$ cat src/rtl/instr_fetch_unit.sv
// Multi-cycle instruction fetch and PC sequencer feeding the control decoder.
// Fetches one word per instruction over a req/ack handshake and computes the next PC on retire.
module instr_fetch_unit #(
  parameter logic [31:0] RESET_PC  = 32'h0000_0000,
  parameter logic [5:0]  BUBBLE_OP = 6'b111111
) (
  input  logic        clk,
  input  logic        rst_n,
  output logic        imem_req,
  output logic [31:0] imem_addr,
  input  logic        imem_ack,
  input  logic [31:0] imem_rdata,
  input  logic        retire,
  input  logic        branch,
  input  logic        jump,
  input  logic        zero,
  input  logic        stall,
  output logic [31:0] instr,
  output logic [5:0]  opcode,
  output logic        instr_valid,
  output logic [31:0] pc,
  output logic [31:0] pc_plus4
);

  typedef enum logic [1:0] {
    ST_RST   = 2'd0,
    ST_FETCH = 2'd1,
    ST_ISSUE = 2'd2
  } state_t;

  state_t      state_reg, state_next;
  logic [31:0] pc_reg, pc_next;
  logic [31:0] instr_reg, instr_next;
  logic        valid_reg, valid_next;
  logic        launched_reg, launched_next;

  logic [31:0] branch_off;
  logic        branch_taken;
  logic [31:0] retire_target;

  assign pc_plus4     = pc_reg + 32'd4;
  assign branch_off   = {{14{instr_reg[15]}}, instr_reg[15:0], 2'b00};
  // instr[28] distinguishes bne (taken on !zero) from beq (taken on zero)
  assign branch_taken = branch & (instr_reg[28] ? ~zero : zero);

  always_comb begin
    retire_target = pc_plus4;
    if (jump) begin
      retire_target = {pc_plus4[31:28], instr_reg[25:0], 2'b00};
    end else if (branch_taken) begin
      retire_target = pc_plus4 + branch_off;
    end
  end

  always_ff @(posedge clk or negedge rst_n) begin
    if (!rst_n) begin
      state_reg    <= ST_RST;
      pc_reg       <= RESET_PC;
      instr_reg    <= 32'd0;
      valid_reg    <= 1'b0;
      launched_reg <= 1'b0;
    end else begin
      state_reg    <= state_next;
      pc_reg       <= pc_next;
      instr_reg    <= instr_next;
      valid_reg    <= valid_next;
      launched_reg <= launched_next;
    end
  end

  // Once the request is launched it stays up regardless of stall until acked
  always_comb begin
    state_next    = state_reg;
    pc_next       = pc_reg;
    instr_next    = instr_reg;
    valid_next    = valid_reg;
    launched_next = launched_reg;
    imem_req      = 1'b0;
    case (state_reg)
      ST_RST: begin
        state_next = ST_FETCH;
      end
      ST_FETCH: begin
        imem_req = launched_reg | ~stall;
        if (imem_req) begin
          if (imem_ack) begin
            instr_next    = imem_rdata;
            valid_next    = 1'b1;
            launched_next = 1'b0;
            state_next    = ST_ISSUE;
          end else begin
            launched_next = 1'b1;
          end
        end
      end
      ST_ISSUE: begin
        if (retire && !stall) begin
          pc_next    = retire_target;
          valid_next = 1'b0;
          state_next = ST_FETCH;
        end
      end
      default: begin
        state_next = ST_RST;
      end
    endcase
  end

  assign imem_addr   = pc_reg;
  assign pc          = pc_reg;
  assign instr       = instr_reg;
  assign instr_valid = valid_reg;
  assign opcode      = valid_reg ? instr_reg[31:26] : BUBBLE_OP;

endmodule

$ cat config.mk
export PLATFORM = sky130hd
export DESIGN_NAME = instr_fetch_unit
export DESIGN_NICKNAME = d
export VERILOG_FILES = /design/src/rtl/instr_fetch_unit.sv
export SDC_FILE = /design/constraint.sdc
export NUM_CORES = 1
export LEC_CHECK = 0
export ABC_AREA = 1
export BUFFER_PORTS_ARGS = -buffer_cell sky130_fd_sc_hd__buf_4
export CORE_MARGIN = 2
export CORE_UTILIZATION = 35
export DETAILED_ROUTE_END_ITERATION = 8
export PLACE_DENSITY = 0.6
export SETUP_SLACK_MARGIN = 0.02
export SLEW_MARGIN = 20
export SYNTH_ARGS = -nofsm -noshare
export SYNTH_HDL_FRONTEND = slang
export SYNTH_SLANG_ARGS = --single-unit
export TNS_END_PERCENT = 1
$ cat constraint.sdc
create_clock -name clk -period 8.6 [get_ports clk]
set_input_delay 0.86 -clock clk [delete_from_list [all_inputs] [get_ports clk]]
set_output_delay 0.86 -clock clk [all_outputs]
set_load 0.01 [all_outputs]
Yosys cells after proc, flatten, opt, wreduce, memory -nomap -nowiden
Index checks and enable logic that the tools add are counted.
- bits of input ports: 40
- register bits after elaboration: 68
- word-level logic and storage cells: 39
- reductions and logical operators: 9
- bitwise logic cells: 4
- multiplexer cells: 14
- $add $sub $neg: 2
- eq/ne operators: 5
- operators with widths (operator ; number):
    32-bit two-way mux ; 2
    32-bit by 3-bit adder with 32-bit output (second input constant) ; 1
    32-bit adder ; 1
    1-bit two-way mux ; 6
    2-bit two-way mux ; 3
    6-bit two-way mux ; 1
    2-bit inequality test (second input constant) ; 3
    2-bit case mux with 3 select lines ; 1
    3-bit AND reduction ; 2
    2-bit AND reduction ; 2
    4-bit AND reduction ; 1
    2-bit by 1-bit equality test with 1-bit output (second input constant) ; 1
    2-bit equality test (second input constant) ; 1
    2-bit zero test ; 1
    1-bit NOT ; 2
    1-bit case mux with 2 select lines ; 1
    2-bit nonzero test ; 1
    1-bit AND ; 1
    1-bit logical AND ; 1
    1-bit zero test ; 1
    1-bit bitwise OR ; 1

Logic depth before layout (Yosys ltp)
- depth after elaboration: 5
- mapped depth: 24
- gate-level depth less buffers: 24

Worst setup path after synthesis
Ideal clock, no wire load.
- kind: flip-flop to flip-flop
- start point: register pc_reg[2], in the netlist imem_addr[2]
- end point: register pc_reg[14], in the netlist imem_addr[14]
- path slack: 5.692 ns
- library setup time: 0.116 ns
- data arrival time: 2.792 ns
- cell stages (with the launch flop): 19
- path buffers: 0
- path through: dfrtp_1 -> ha_1 -> nand3_2 -> nor2_2 -> nand2_1 -> inv_1 -> nand2_1 -> xor2_1 -> ha_1 -> nand2_1 -> inv_1 -> nand2_1 -> nand2_1 -> nand3b_1 -> or2_2 -> nand3_1 -> nand3_1 -> nand2_1 -> nand2_1
- word-level cells in the longest chain between the ends: 4
- RTL lines (item ; RTL line ; source):
    start: declaration ; 32 ; logic [31:0] pc_reg, pc_next;
    start signal: assignment ; 64 ; pc_reg <= pc_next;
    32-bit by 3-bit adder with 32-bit output ; 41 ; assign pc_plus4 = pc_reg + 32'd4;
    via pc_plus4[12] ; 22 ; output logic [31:0] pc_plus4
    32-bit adder ; 51 ; retire_target = pc_plus4 + branch_off;
    32-bit two-way mux ; 50 ; end else if (branch_taken) begin
    32-bit two-way mux ; 48 ; if (jump) begin
The timed path passes the listed nets, and every way through them passes these cells.
A chain may end at the register's enable or synchronous reset.

Worst setup path after layout
- start point: register pc_reg[2], in the netlist imem_addr[2]
- end point: register pc_reg[14], in the netlist imem_addr[14]
- word-level cells in the longest chain between the ends: 4
- RTL lines (item ; RTL line):
    32-bit by 3-bit adder with 32-bit output (*) ; 41
    32-bit adder ; 51
    32-bit two-way mux (*) ; 50
    32-bit two-way mux (*) ; 48
Mark *: on every way between the ends. The rest lies on a longest branch, timed or not.

==> impl_metrics.py <==
metrics = {
    "yosys": {
        "synth_seq_cells": 66,
        "yosys_warnings": 0,
        "synth_area_leaders": "nand2_1, dfrtp_1, inv_1",
        "synthCells": 1154,
        "yosysSeqAreaShare": 0.242,
        "synth_flop_cell": "dfrtp_1",
        "synth_cell_type_count": 44,
        "syn_area_um2": 6810,
        "synth_edf_count": 0,
        "async_reset_ff_frac": 1.00,
        "syn_area_per_cell_um2": 5.90,
        "post-synth-top-area-cell": "nand2_1",
        "synth_top_area_share": 0.268,
    },
    "layout": {
        "register_area_um2": 1650,
        "final_net_count": 1360,
        "area_growth_pct": 22.7,
        "fillers": 2160,
        "drive_gt1_frac": 0.178,
        "antenna_cells": 0,
        "largest_register_ffs": 32,
        "fin_area_um2": 8360,
        "multi_input_area_um2": 4130,
        "mostFrequentLayoutCells": "nand2_1, buf_4, inv_1",
        "final_common_cell": "nand2_1",
    },
    "floorplanning": {
        "die_w_um": 144,
        "fp.coreArea_um2": 19300,
        "die-area_um2": 20600,
        "start_util": 0.354,
        "io_pins": 176,
        "rows": 51,
        "die_y_um": 144,
    },
    "worst_setup_path": {
        "rr_endpoint": "imem_addr[14]$_DFFE_PN0P_",
        "crit_top_cell": "nand2_1",
        "worstPathCellList": "ha_1 -> nand3_2 -> nor2_2 -> nand2_1 -> inv_1 -> nand2_1 -> xor2_1 -> ha_1 -> nand2_1 -> inv_1 -> nand2_1 -> nand2_1 -> nand3b_1 -> or2_2 -> nand3_1 -> nand3_1 -> nand2_1 -> nand2_1",
        "critPathMaxFanout": 7,
        "rr_worst_depth": 18,
        "reg2reg_slack_ns": 5.10,
        "critPathKind": "reg -> reg",
        "cp-end-kind": "flip-flop",
        "slowest_delay_ns": 0.48,
        "arrival_ns": 3.72,
        "crit_family": "simple AND/OR/NAND/NOR gates",
        "worstPathRequired_ns": 8.82,
        "crit_slowest_cell": "dfrtp_1",
        "startpoint_type": "flip-flop",
        "r2r-start": "imem_addr[2]$_DFFE_PN0P_",
        "cp.buffers_inverters": 2,
        "crit_cells": 18,
    },
    "pwr": {
        "p_int_uw": 1660,
        "powerDensity_nw_per_um2": 428,
        "pwr-share-clk": 0.102,
        "ir_drop_mv": 0.179,
        "switching_share": 0.535,
        "p_seq_frac": 0.204,
        "combPwrFrac": 0.694,
        "p_switching_uw": 1910,
        "p_leak_uw": 0.00489,
        "finalPower_uw": 3580,
    },
    "clocking": {
        "post_cts_buffers": 0,
        "ctsResizeCount": 0,
        "clockBufferDepth": 2,
        "numCtsBuffers": 9,
        "htree_levels": 3,
        "cts_num_sinks": 66,
        "cts_root_buffer": "clkbuf_16",
        "cts_tree": "built",
        "clkTransAtPathRegs_ns": 0.06,
        "postCtsHoldBufs": 0,
        "clock_latency_ns": 0.33,
    },
    "run_status": {
        "status": "finished clean",
    },
    "hold_path": {
        "hold_path.class": "reg -> reg",
        "hp-start": "instr[30]$_DFFE_PN0P_",
        "worstHoldEndpoint": "instr[30]$_DFFE_PN0P_",
        "whs_path_depth": 2,
    },
    "sta": {
        "slew_headroom": 0.353,
        "setup_ws_ns": 5.10,
        "finalMaxSlewViolations": 0,
        "grt_setup_unrepaired": "false",
        "period_needed_ns": 3.50,
        "finalSetupViolations": 0,
        "tightest_slew_ns": 0.969,
        "timing.final.crit_share": 0.407,
        "fin_hold_ws_ns": 0.501,
        "setup-tns-final_ns": 0,
        "hold_viol": 0,
        "fmax_ghz": 0.286,
        "skew_ns": 0.00636,
    },
    "placed_design": {
        "routabilityCongestion": 0.943,
        "portBuffers": 169,
        "dp_slack_ns": 5.15,
        "dpl-instance-area_um2": 8070,
        "dpl.hpwl_um": 19100,
    },
    "drt": {
        "routed_wl_um": 23900,
        "first_pass_iters": 5,
        "wl_per_cell_um": 15.4,
        "via_per_inst": 4.71,
        "via_count": 7309,
        "first_iter_violations": 466,
        "drc": 0,
        "ant_nets": 0,
    },
    "run": {
        "drv_cap": 0,
    },
    "global_route": {
        "grt_max_degree": 67,
        "grt_pass1_vias": 6780,
        "antenna_found_initial": 0,
        "track_usage": 0.232,
        "grt.overflow.total": 0,
        "grt_pass1_wl_um": 36600,
    },
}
==> synth_stat cells (6+ instances only) <==
cell      count
nand2_2       6
nor2_1      105
inv_1       172
nor3_1        9
nand3b_1      7
xor2_1       13
clkbuf_1     17
ha_1         36
buf_4        36
dfrtp_1      66
o21ai_1       6
nand3_1      74
a21oi_1      28
or2_2        11
nand4_1       6
o21ai_0      15
nand2_1     487
==> cell families (layout without fill, tap and decap cells) <==
family / Yosys count / count (layout) / synth area share
simple gates: 732 / 732 / 0.453
flops: 66 / 66 / 0.242
fa+ha+maj: 37 / 37 / 0.0691
buf+inv: 234 / 363 / 0.154
other cells: 1 / 6 / 0.000550
xor+xnor: 19 / 19 / 0.0266
compound gates: 65 / 65 / 0.0534
==> metrics by stage <==
step           instances  utilization
6_report            1553        0.434
5_1_grt             1553        0.434
4_1_cts             1553        0.434
3_5_place_dp        1537        0.419
3_3_place_gp        1537        0.419
2_1_floorplan       1159            -
==> worst reg2reg max path: stages (launching register included) <==
cell      delay [ns]
dfrtp_1         0.48
ha_1            0.27
nand3_2         0.14
nor2_2          0.13
nand2_1         0.16
inv_1           0.15
nand2_1         0.07
xor2_1          0.36
ha_1            0.37
nand2_1         0.14
inv_1           0.05
nand2_1         0.07
nand2_1         0.07
nand3b_1        0.29
or2_2           0.34
nand3_1         0.10
nand3_1         0.09
nand2_1         0.07
nand2_1         0.05
==> power by group through the flow <==
stage	clock network (uW)	logic [uW]	registers (uW)
after CTS	372	2480	727
after detailed placement	0	2470	729
after floorplan	0	1570	697
after global placement	0	2450	729
final	366	2480	730
after global routing	386	2760	752
==> how the worst max path moves through the flow <==
| stage | startpoint | end |
|---|---|---|
| finish | imem_addr[2]$_DFFE_PN0P_ | imem_addr[14]$_DFFE_PN0P_ |
| global route | imem_addr[2]$_DFFE_PN0P_ | imem_addr[31]$_DFFE_PN0P_ |
| CTS | imem_addr[2]$_DFFE_PN0P_ | imem_addr[14]$_DFFE_PN0P_ |
| detailed placement | imem_addr[2]$_DFFE_PN0P_ | imem_addr[14]$_DFFE_PN0P_ |
| global placement | imem_addr[2]$_DFFE_PN0P_ | imem_addr[14]$_DFFE_PN0P_ |
| floorplan | imem_addr[2]$_DFFE_PN0P_ | imem_addr[14]$_DFFE_PN0P_ |
==> final cells by class <==
class | count | share of cell area
Multi-Input combinational cell | 859 | 0.494
Sequential cell | 66 | 0.198
Timing Repair Buffer | 172 | 0.154
Inverter | 175 | 0.0795
Tap cell | 265 | 0.0397
Clock buffer | 11 | 0.0278
Clock inverter | 5 | 0.00658
==> routing by layer <==
metal | GRT usage | vias to the layer above | wire length [um]
li1 | - | 3749 | -
met1 | 0.307 | 3289 | 10700
met2 | 0.392 | 229 | 11300
met3 | 0.0250 | 42 | 1300
met4 | 0.0872 | 0 | 649
met5 | 0 | - | 0
Note: power is estimated with default switching activity, not from simulation.
